**config.mk**
```make
export PLATFORM = sky130hd
export DESIGN_NAME = dma_channel_arbiter
export DESIGN_NICKNAME = d
export VERILOG_FILES = /design/src/rtl/dma_arb_pkg.sv /design/src/rtl/dma_prio_encoder.sv /design/src/rtl/dma_channel_arbiter.sv
export SDC_FILE = /design/constraint.sdc
export NUM_CORES = 1
export LEC_CHECK = 0
export BUFFER_PORTS_ARGS = -buffer_cell sky130_fd_sc_hd__buf_2
export CORE_MARGIN = 8
export CORE_UTILIZATION = 50
export CTS_BUF_LIST = sky130_fd_sc_hd__clkbuf_8
export DETAILED_ROUTE_END_ITERATION = 16
export GPL_TIMING_DRIVEN = 0
export PLACE_DENSITY = 0.72
export SETUP_SLACK_MARGIN = 0.1
export SYNTH_ARGS = -nofsm -noshare
export SYNTH_HDL_FRONTEND = slang
export SYNTH_SLANG_ARGS = --single-unit
```
**constraint.sdc**
```tcl
create_clock -name CLK -period 4.2 [get_ports CLK]
set_input_delay 0.21 -clock CLK [delete_from_list [all_inputs] [get_ports CLK]]
set_output_delay 0.21 -clock CLK [all_outputs]
set_load 0.05 [all_outputs]
```
**src/rtl/dma_arb_pkg.sv**
```systemverilog
// Shared types and constants for the four-channel DMA request arbiter.
package dma_arb_pkg;

  localparam int NUM_CH = 4;

  typedef enum logic [1:0] {
    ARB_IDLE = 2'd0,
    ARB_REQ  = 2'd1,
    ARB_SVC  = 2'd2
  } arb_state_e;

  typedef logic [1:0] ch_idx_t;

  function automatic logic [3:0] ch_onehot(input ch_idx_t idx);
    return 4'b0001 << idx;
  endfunction

endpackage

```
**src/rtl/dma_prio_encoder.sv**
```systemverilog
// Combinational priority encoder: fixed (ch0 highest) or rotating from ptr with 3->0 wrap.
module dma_prio_encoder
  import dma_arb_pkg::*;
(
  input  logic [3:0] req,
  input  ch_idx_t    ptr,
  input  logic       rotate,
  output logic [3:0] grant,
  output ch_idx_t    idx,
  output logic       any
);

  ch_idx_t start_s;
  ch_idx_t cand_s;
  logic    hit_s;

  // Walk the channels from the start point; the first requester found wins
  always_comb begin
    grant   = 4'b0000;
    idx     = 2'd0;
    any     = 1'b0;
    cand_s  = 2'd0;
    hit_s   = 1'b0;
    start_s = rotate ? ptr : 2'd0;
    for (int k = 0; k < NUM_CH; k++) begin
      cand_s = start_s + ch_idx_t'(k);
      hit_s  = !any && req[cand_s];
      grant  = hit_s ? ch_onehot(cand_s) : grant;
      idx    = hit_s ? cand_s : idx;
      any    = any | hit_s;
    end
  end

endmodule

```
**src/rtl/dma_channel_arbiter.sv**
```systemverilog
// 8237-style DMA channel arbiter: DREQ synchronisation and qualification, winner selection,
// HRQ/HLDA handshake, DACK generation and terminal-count status.
module dma_channel_arbiter #(
  parameter int NUM_CH      = 4,
  parameter int SYNC_STAGES = 2
) (
  input  logic       CLK,
  input  logic       RESET,
  input  logic [3:0] DREQ,
  input  logic       dreq_sense_low,
  input  logic       dack_sense_high,
  input  logic       ctrl_disable,
  input  logic       rotate_prio,
  input  logic [3:0] mask,
  input  logic [3:0] sw_req,
  input  logic       HLDA,
  input  logic       dack_en,
  input  logic       svc_done,
  input  logic       tc_in,
  input  logic       status_rd,
  output logic       hrq,
  output logic [3:0] valid_dreq,
  output logic [3:0] DACK,
  output logic [1:0] cur_ch,
  output logic [3:0] req_status,
  output logic [3:0] tc_status,
  output logic [3:0] sw_req_clr
);
  import dma_arb_pkg::*;

  logic [NUM_CH-1:0] sync_r [SYNC_STAGES];
  logic [NUM_CH-1:0] req_eff_s;
  logic [3:0]        grant_s;
  ch_idx_t           win_idx_s;
  logic              any_s;

  arb_state_e        state_r;
  ch_idx_t           cur_ch_r;
  ch_idx_t           prio_ptr_r;
  logic              hrq_r;
  logic [3:0]        valid_r;
  logic [3:0]        tc_r;
  logic [3:0]        tc_next_s;
  logic [3:0]        req_status_r;
  logic [3:0]        sw_clr_r;
  logic [3:0]        dack_act_s;

  // DREQ synchroniser chain
  always_ff @(posedge CLK or posedge RESET) begin
    if (RESET) begin
      for (int i = 0; i < SYNC_STAGES; i++) sync_r[i] <= {NUM_CH{1'b0}};
    end else begin
      sync_r[0] <= DREQ;
      for (int i = 1; i < SYNC_STAGES; i++) sync_r[i] <= sync_r[i-1];
    end
  end

  // Qualified requests; software requests bypass both mask and sense
  always_comb begin
    req_eff_s = {NUM_CH{1'b0}};
    if (!ctrl_disable) begin
      req_eff_s = ((sync_r[SYNC_STAGES-1] ^ {NUM_CH{dreq_sense_low}}) & ~mask) | sw_req;
    end else begin
      req_eff_s = {NUM_CH{1'b0}};
    end
  end

  dma_prio_encoder u_prio (
    .req    (req_eff_s),
    .ptr    (prio_ptr_r),
    .rotate (rotate_prio),
    .grant  (grant_s),
    .idx    (win_idx_s),
    .any    (any_s)
  );

  // A TC reported at completion beats a same-cycle status read for that bit
  always_comb begin
    tc_next_s = status_rd ? 4'b0000 : tc_r;
    if (state_r == ARB_SVC && HLDA && svc_done && tc_in) begin
      tc_next_s = tc_next_s | valid_r;
    end else begin
      tc_next_s = tc_next_s;
    end
  end

  // Arbitration FSM, rotation pointer and status registers
  always_ff @(posedge CLK or posedge RESET) begin
    if (RESET) begin
      state_r      <= ARB_IDLE;
      cur_ch_r     <= 2'd0;
      prio_ptr_r   <= 2'd0;
      hrq_r        <= 1'b0;
      valid_r      <= 4'b0000;
      tc_r         <= 4'b0000;
      req_status_r <= 4'b0000;
      sw_clr_r     <= 4'b0000;
    end else begin
      req_status_r <= req_eff_s;
      tc_r         <= tc_next_s;
      sw_clr_r     <= 4'b0000;
      case (state_r)
        ARB_IDLE: begin
          if (any_s) begin
            cur_ch_r <= win_idx_s;
            valid_r  <= grant_s;
            hrq_r    <= 1'b1;
            state_r  <= ARB_REQ;
          end
        end
        ARB_REQ: begin
          if (HLDA) begin
            state_r <= ARB_SVC;
          end else if (!req_eff_s[cur_ch_r]) begin
            hrq_r   <= 1'b0;
            valid_r <= 4'b0000;
            state_r <= ARB_IDLE;
          end
        end
        ARB_SVC: begin
          if (!HLDA) begin
            hrq_r   <= 1'b0;
            valid_r <= 4'b0000;
            state_r <= ARB_IDLE;
          end else if (svc_done) begin
            hrq_r   <= 1'b0;
            valid_r <= 4'b0000;
            state_r <= ARB_IDLE;
            if (rotate_prio) prio_ptr_r <= cur_ch_r + 2'd1;
            if (sw_req[cur_ch_r]) sw_clr_r <= valid_r;
          end
        end
        default: begin
          hrq_r   <= 1'b0;
          valid_r <= 4'b0000;
          state_r <= ARB_IDLE;
        end
      endcase
    end
  end

  // DACK is asserted for the winner only inside the timing FSM's window
  always_comb begin
    dack_act_s = 4'b0000;
    if (state_r == ARB_SVC && dack_en) begin
      dack_act_s = valid_r;
    end else begin
      dack_act_s = 4'b0000;
    end
  end

  assign DACK       = dack_sense_high ? dack_act_s : ~dack_act_s;
  assign hrq        = hrq_r;
  assign valid_dreq = valid_r;
  assign cur_ch     = cur_ch_r;
  assign req_status = req_status_r;
  assign tc_status  = tc_r;
  assign sw_req_clr = sw_clr_r;

endmodule

```
==> results of run 1 <==
-- per-stage QoR --
| stage | utilization, % | cell area, sq um |
|---|---|---|
| 3_5_place_dp | 59.8 | 2170 |
| 6_report | 63.1 | 2290 |
| 4_1_cts | 63.1 | 2290 |
| 2_1_floorplan | - | 1890 |
| 3_3_place_gp | 59.8 | 2170 |
| 5_1_grt | 63.1 | 2290 |
-- layer usage --
layer  vias up  routed length (microns)  GRT usage (%)
met5         -                        0              0
met4         0                       55           5.66
met3         8                      400           6.11
met2        74                     2310           28.0
met1       817                     2100           18.1
li1        834                        -              -
-- final timing paths --
| kind | end | slack (ps) | cells after the start |
|---|---|---|---|
| worst max-delay path | valid_dreq[1]$_DFFE_PP0P_ | 1650 | 7 |
| worst min-delay path | sync_r[4]$_DFF_PP0_ | 30 | 1 |
| worst max register to register | valid_dreq[1]$_DFFE_PP0P_ | 1650 | 7 |
| worst min register to register | sync_r[0]$_DFF_PP0_ | 350 | 0 |
| max in group asynchronous | sync_r[3]$_DFF_PP0_ | 3330 | 2 |
| min in group asynchronous | req_status[0]$_DFF_PP0_ | 200 | 2 |
-- flip-flops by register name, summed over array words and instances, names as in the netlist --
register,flops
sync_r,8
req_status,4
sw_req_clr,4
tc_status,4
valid_dreq,4
cur_ch,2
prio_ptr_r,2
state_r,2
hrq,1
-- Yosys cell counts (all sizes together) (4+ instances only) --
cell / n
a21oi: 9
inv: 17
a211o: 5
nor2: 13
nand2: 16
o221ai: 4
dfrtp: 31
and3: 5
o21ai: 13
xor2: 8
nor3: 4
a211oi: 9
nand3: 8
a21o: 6
ha: 4
-- cell type report --
class                           count  area [sq um]  area share (%)
Buffer                              3          11.3           0.492
Clock buffer                        6          82.6            3.60
Clock inverter                      2          35.0            1.53
Inverter                           17          63.8            2.79
Multi-Input combinational cell    145          1040            45.3
Sequential cell                    31           776            33.9
Tap cell                           48          60.1            2.62
Timing Repair Buffer               45           225            9.83
-- critical path, delay by kind of cell (launching register included) --
kind | cells | cell delay (ps)
compound gates | 2 | 440
buf+inv | 1 | 340
fa+ha+maj | 1 | 400
flops | 1 | 360
simple gates | 3 | 870
-- kinds of logic (layout without fill, tap and decap cells) --
logic type	after synthesis	count (layout)	share of synthesized area, %
adders and majority gates	4	4	2.65
AOI/OAI and AO/OA	67	67	26.4
and+or+nand+nor	62	62	18.8
xor gates and xnor gates	9	9	4.18
buffers and inverters	20	73	3.98
muxes	3	3	2.98
DFF	31	31	41.1
-- power by group --
group,leakage (uW),switching (uW),total (uW),internal (uW)
logic,0.000635,316,472,155
registers,0.000400,44.4,383,339
clock network,0.0000612,108,300,192
==> results.sh, run 1 <==
export IMPL_cts_root_buf="clkbuf_8"
export IMPL_power_density_mw_per_mm2=504
export IMPL_die_w_microns=77.5
export IMPL_htree_levels=2
export IMPL_clock_latency_ps=280
export IMPL_timing_rr_start="prio_ptr_r[0]$_DFFE_PP0P_"
export IMPL_grt_setup_unrepaired="false"
export IMPL_tightest_slew_ps=1100
export IMPL_drc=0
export IMPL_start_util_pct=52.0
export IMPL_layout_drive_gt1_share_pct=26.9
export IMPL_finalSetupTns_ps=0
export IMPL_post_route_min_period_ps=2550
export IMPL_dr_pass1_iters=4
export IMPL_critPathSlowestCell="nor4b_4"
export IMPL_crit_fanout=11
export IMPL_start_kind="flip-flop"
export IMPL_vias=1733
export IMPL_cts_setup_buffers=0
export IMPL_dp_slack_ps=1680
export IMPL_grt_pass1_vias=1736
export IMPL_ir_drop_uv=437
export IMPL_fp_row_count=22
export IMPL_antenna_found_initial=0
export IMPL_synth_seq_cells=31
export IMPL_hpwl_microns=3740
export IMPL_gr_total_overflow=0
export IMPL_slew_headroom_pct=26.3
export IMPL_drv_cap=0
export IMPL_num_io_pins=46
export IMPL_nFillCells=315
export IMPL_drt_iter0_drc=160
export IMPL_yosys_warnings=0
export IMPL_finalSetupViolCount=0
export IMPL_postSynthCellCount=196
export IMPL_synth_fp_nets=223
export IMPL_syn_area_per_cell_sq_um=9.63
export IMPL_fin_ws_ps=1650
export IMPL_crit_type="flip-flop to flip-flop"
export IMPL_required_ps=4340
export IMPL_diodes=0
export IMPL_fmax_mhz=392
export IMPL_via_per_inst=5.84
export IMPL_synth_top_area_share_pct=41.1
export IMPL_place_inst=289
export IMPL_finalPower_uw=1150
export IMPL_cts_made_buffers=5
export IMPL_crit_start="prio_ptr_r[0]$_DFFE_PP0P_"
export IMPL_yosysTopAreaCell="dfrtp_1"
export IMPL_whs_ps=32.8
export IMPL_cts_tree="built"
export IMPL_grt_max_degree=32
export IMPL_cts_buffer_depth=2
export IMPL_layout_commonest_cell="buf_2"
export IMPL_synthToLayoutAreaGrowth_pct=21.3
export IMPL_clock_skew_ps=3.79
export IMPL_grt_usage_pct=16.3
export IMPL_synth_area_sq_mm=0.00189
export IMPL_cts_sinks=31
export IMPL_synth_edf_count=0
export IMPL_gp_congestion=0.856
export IMPL_synth_cell_types=53
export IMPL_grt_pass1_wl_microns=8090
export IMPL_ys_seq_area_share_pct=41.1
export IMPL_nets=275
export IMPL_power_leakage_uw=0.00110
export IMPL_synthFlopType="dfrtp_1"
export IMPL_post_route_period_util_pct=60.7
export IMPL_cts_repair_resized=0
export IMPL_wl_per_cell_microns=16.4
export IMPL_cp_arrival_ps=2690
export IMPL_layoutNonFillerInstCount=297
export IMPL_cp_end_kind="flip-flop"
export IMPL_die_h_microns=77.5
export IMPL_cts_clk_slew_worst_paths_ps=60
export IMPL_hold_viol_final=0
export IMPL_die_area_sq_mm=0.00600
export IMPL_synth_area_leaders="dfrtp_1 41%, xor2_1 3.7%, a211oi_1 3.6%"
export IMPL_holdBufCountCts=0
export IMPL_synthArstFlopShare_pct=100
export IMPL_ant_nets=0
export IMPL_drv_slew=0
export IMPL_wirelength_microns=4870
export IMPL_status="completed"
export IMPL_path_cells="nand2_1, ha_1, clkbuf_1, nor4b_4, nor2_1, a311oi_1, o221ai_1"
export IMPL_worstHoldPathType="input port to flip-flop"
export IMPL_slowest_delay_ps=460
export IMPL_min_delay_start="DREQ[0]"
export IMPL_coreArea_sq_mm=0.00363
export IMPL_io_buffers=45
export IMPL_final_cell_mix="45 x buf_2, 31 x dfrtp_1, 16 x inv_1, 16 x nand2_1, 13 x nor2_1"
Note: power is estimated with default switching activity, not from simulation.
==> run 2, diff against run 1 <==
--- a/config.mk
+++ b/config.mk
@@ -11,7 +11,7 @@
 export CTS_BUF_LIST = sky130_fd_sc_hd__clkbuf_8
 export DETAILED_ROUTE_END_ITERATION = 16
 export GPL_TIMING_DRIVEN = 0
-export PLACE_DENSITY = 0.72
+export PLACE_DENSITY = 0.75
 export SETUP_SLACK_MARGIN = 0.1
 export SYNTH_ARGS = -nofsm -noshare
 export SYNTH_HDL_FRONTEND = slang
==> constraint.sdc (replaced) <==
create_clock -name CLK -period 2.17 [get_ports CLK]
set_input_delay 0.1085 -clock CLK [delete_from_list [all_inputs] [get_ports CLK]]
set_output_delay 0.1085 -clock CLK [all_outputs]
set_load 0.05 [all_outputs]
==> run 2 against run 1 <==
Effect of this change:
- sequential cell count did not move
- global-route usage is 0.93 points higher
- critical path depth up 2
- die area stayed put
- via count is 7.2% higher
- combinational power up 130%
- critical path type unchanged
- highest routed layer unchanged
==> results.sh, run 2 (same netlist as run 1, synthesis figures left out) <==
export IMPL_crit_type="flip-flop to flip-flop"
export IMPL_clock_latency_ps=280
export IMPL_clock_skew_ps=4.06
export IMPL_antenna_found_initial=0
export IMPL_cts_clk_slew_worst_paths_ps=60
export IMPL_post_route_period_util_pct=95.8
export IMPL_finalSetupTns_ps=0
export IMPL_grt_pass1_wl_microns=8570
export IMPL_num_io_pins=46
export IMPL_slowest_delay_ps=390
export IMPL_drv_slew=0
export IMPL_via_per_inst=6.01
export IMPL_start_util_pct=52.0
export IMPL_cts_root_buf="clkbuf_8"
export IMPL_start_kind="flip-flop"
export IMPL_layout_drive_gt1_share_pct=35.6
export IMPL_drt_iter0_drc=139
export IMPL_cts_sinks=31
export IMPL_cp_arrival_ps=2220
export IMPL_cts_made_buffers=5
export IMPL_grt_setup_unrepaired="true"
export IMPL_critPathSlowestCell="dfrtp_1"
export IMPL_post_route_min_period_ps=2080
export IMPL_fp_row_count=22
export IMPL_largest_register_ff_count=8
export IMPL_ant_nets=0
export IMPL_diodes=0
export IMPL_dr_pass1_iters=5
export IMPL_die_w_microns=77.5
export IMPL_power_density_mw_per_mm2=879
export IMPL_finalSetupViolCount=0
export IMPL_slew_headroom_pct=24.0
export IMPL_largest_register="sync_r"
export IMPL_grt_max_degree=32
export IMPL_status="completed"
export IMPL_final_cell_mix="45 x buf_2, 31 x dfrtp_1, 17 x inv_1"
export IMPL_gp_congestion=0.868
export IMPL_power_leakage_uw=0.00119
export IMPL_finalPower_uw=2240
export IMPL_grt_pass1_vias=1800
export IMPL_gr_total_overflow=0
export IMPL_drv_cap=0
export IMPL_fin_ws_ps=91.9
export IMPL_path_cells="nand2_4, ha_1, clkbuf_8, nor4b_4, buf_4, buf_4, o2111a_1, a211oi_1, o221ai_1"
export IMPL_hold_viol_final=0
export IMPL_wl_per_cell_microns=17.7
export IMPL_crit_fanout=8
export IMPL_synthToLayoutAreaGrowth_pct=35.3
export IMPL_cts_tree="built"
export IMPL_layout_commonest_cell="buf_2"
export IMPL_coreArea_sq_mm=0.00363
export IMPL_drc=0
export IMPL_htree_levels=2
export IMPL_crit_top_cell="buf_4"
export IMPL_vias=1858
export IMPL_cp_end_kind="flip-flop"
export IMPL_ir_drop_uv=534
export IMPL_dp_slack_ps=-112
export IMPL_nets=289
export IMPL_path_buf_inv=3
export IMPL_required_ps=2310
export IMPL_die_h_microns=77.5
export IMPL_grt_usage_pct=17.2
export IMPL_fmax_mhz=481
export IMPL_die_area_sq_mm=0.00600
export IMPL_tightest_slew_ps=1140
export IMPL_wirelength_microns=5470
export IMPL_crit_family="compound AO/OA/AOI/OAI gates"
export IMPL_whs_ps=52.0
export IMPL_worstHoldPathType="input port to flip-flop"
export IMPL_cts_buffer_depth=2
export IMPL_io_buffers=45
export IMPL_utilization_pct=70.3
export IMPL_hpwl_microns=3700
==> run 2: cell types whose count changed in the layout (fill, tap and decap cells not counted), sizes merged <==
cell	change
clkbuf	-1
dlygate4sd3	+4
bufinv	-1
clkinv	-1
inv	+1
buf	+10
==> run 2: cell type report <==
class	instances	area, sq um
plain buffers	3	21.3
clock buffers	5	68.8
clock inverters	1	3.75
fillers	275	1080
inverters	17	63.8
multi-input cells	145	1220
flip-flops and latches	31	776
well taps	48	60.1
repair buffers	59	340
==> run 2: stage by stage <==
stage          cells  cell area, sq um
6_report         309              2550
5_1_grt          309              2550
4_1_cts          308              2440
3_5_place_dp     289              2180
3_3_place_gp     289              2180
2_1_floorplan    196              1890
==> run 2: report_power, final <==
group | internal (uW) | switching (uW)
logic | 403 | 686
registers | 657 | 102
clock network | 208 | 188
==> run 2: path summary, 6_finish.rpt <==
kind | slack [ps] | end | from | cells after the start
worst max-delay path | 90 | valid_dreq[0]$_DFFE_PP0P_ | prio_ptr_r[0]$_DFFE_PP0P_ | 9
max in group asynchronous | 1370 | cur_ch[0]$_DFFE_PP0P_ | RESET | 2
min in group asynchronous | 120 | req_status[2]$_DFF_PP0_ | RESET | 2
worst max register to register | 90 | valid_dreq[0]$_DFFE_PP0P_ | prio_ptr_r[0]$_DFFE_PP0P_ | 9
worst min register to register | 350 | sync_r[0]$_DFF_PP0_ | sync_r[4]$_DFF_PP0_ | 0
worst min-delay path | 50 | tc_status[0]$_DFF_PP0_ | status_rd | 2
==> run 2: routing by layer <==
layer,routed length [microns],up-vias,GRT usage [%]
met2,2760,88,29.3
li1,-,856,-
met3,402,19,6.11
met1,2180,895,19.6
met5,0,-,0
met4,126,0,6.04
==> run 2: worst reg2reg max path: stages (launching register included) <==
cell and delay, ps:
dfrtp_1 390, nand2_4 120, ha_1 320, clkbuf_8 170, nor4b_4 130, buf_4 170, buf_4 130, o2111a_1 210
a211oi_1 170, o221ai_1 150
==> run 2: timing repair <==
action | 4_1_cts | 5_1_grt
endpoints found under the hold margin | 4 | 0
endpoints found under the setup margin | 6 | 8
resized for setup | 14 | 14
pin swaps | 5 | 8
hold buffers | 4 | 0
buffers inserted | 9 | 1
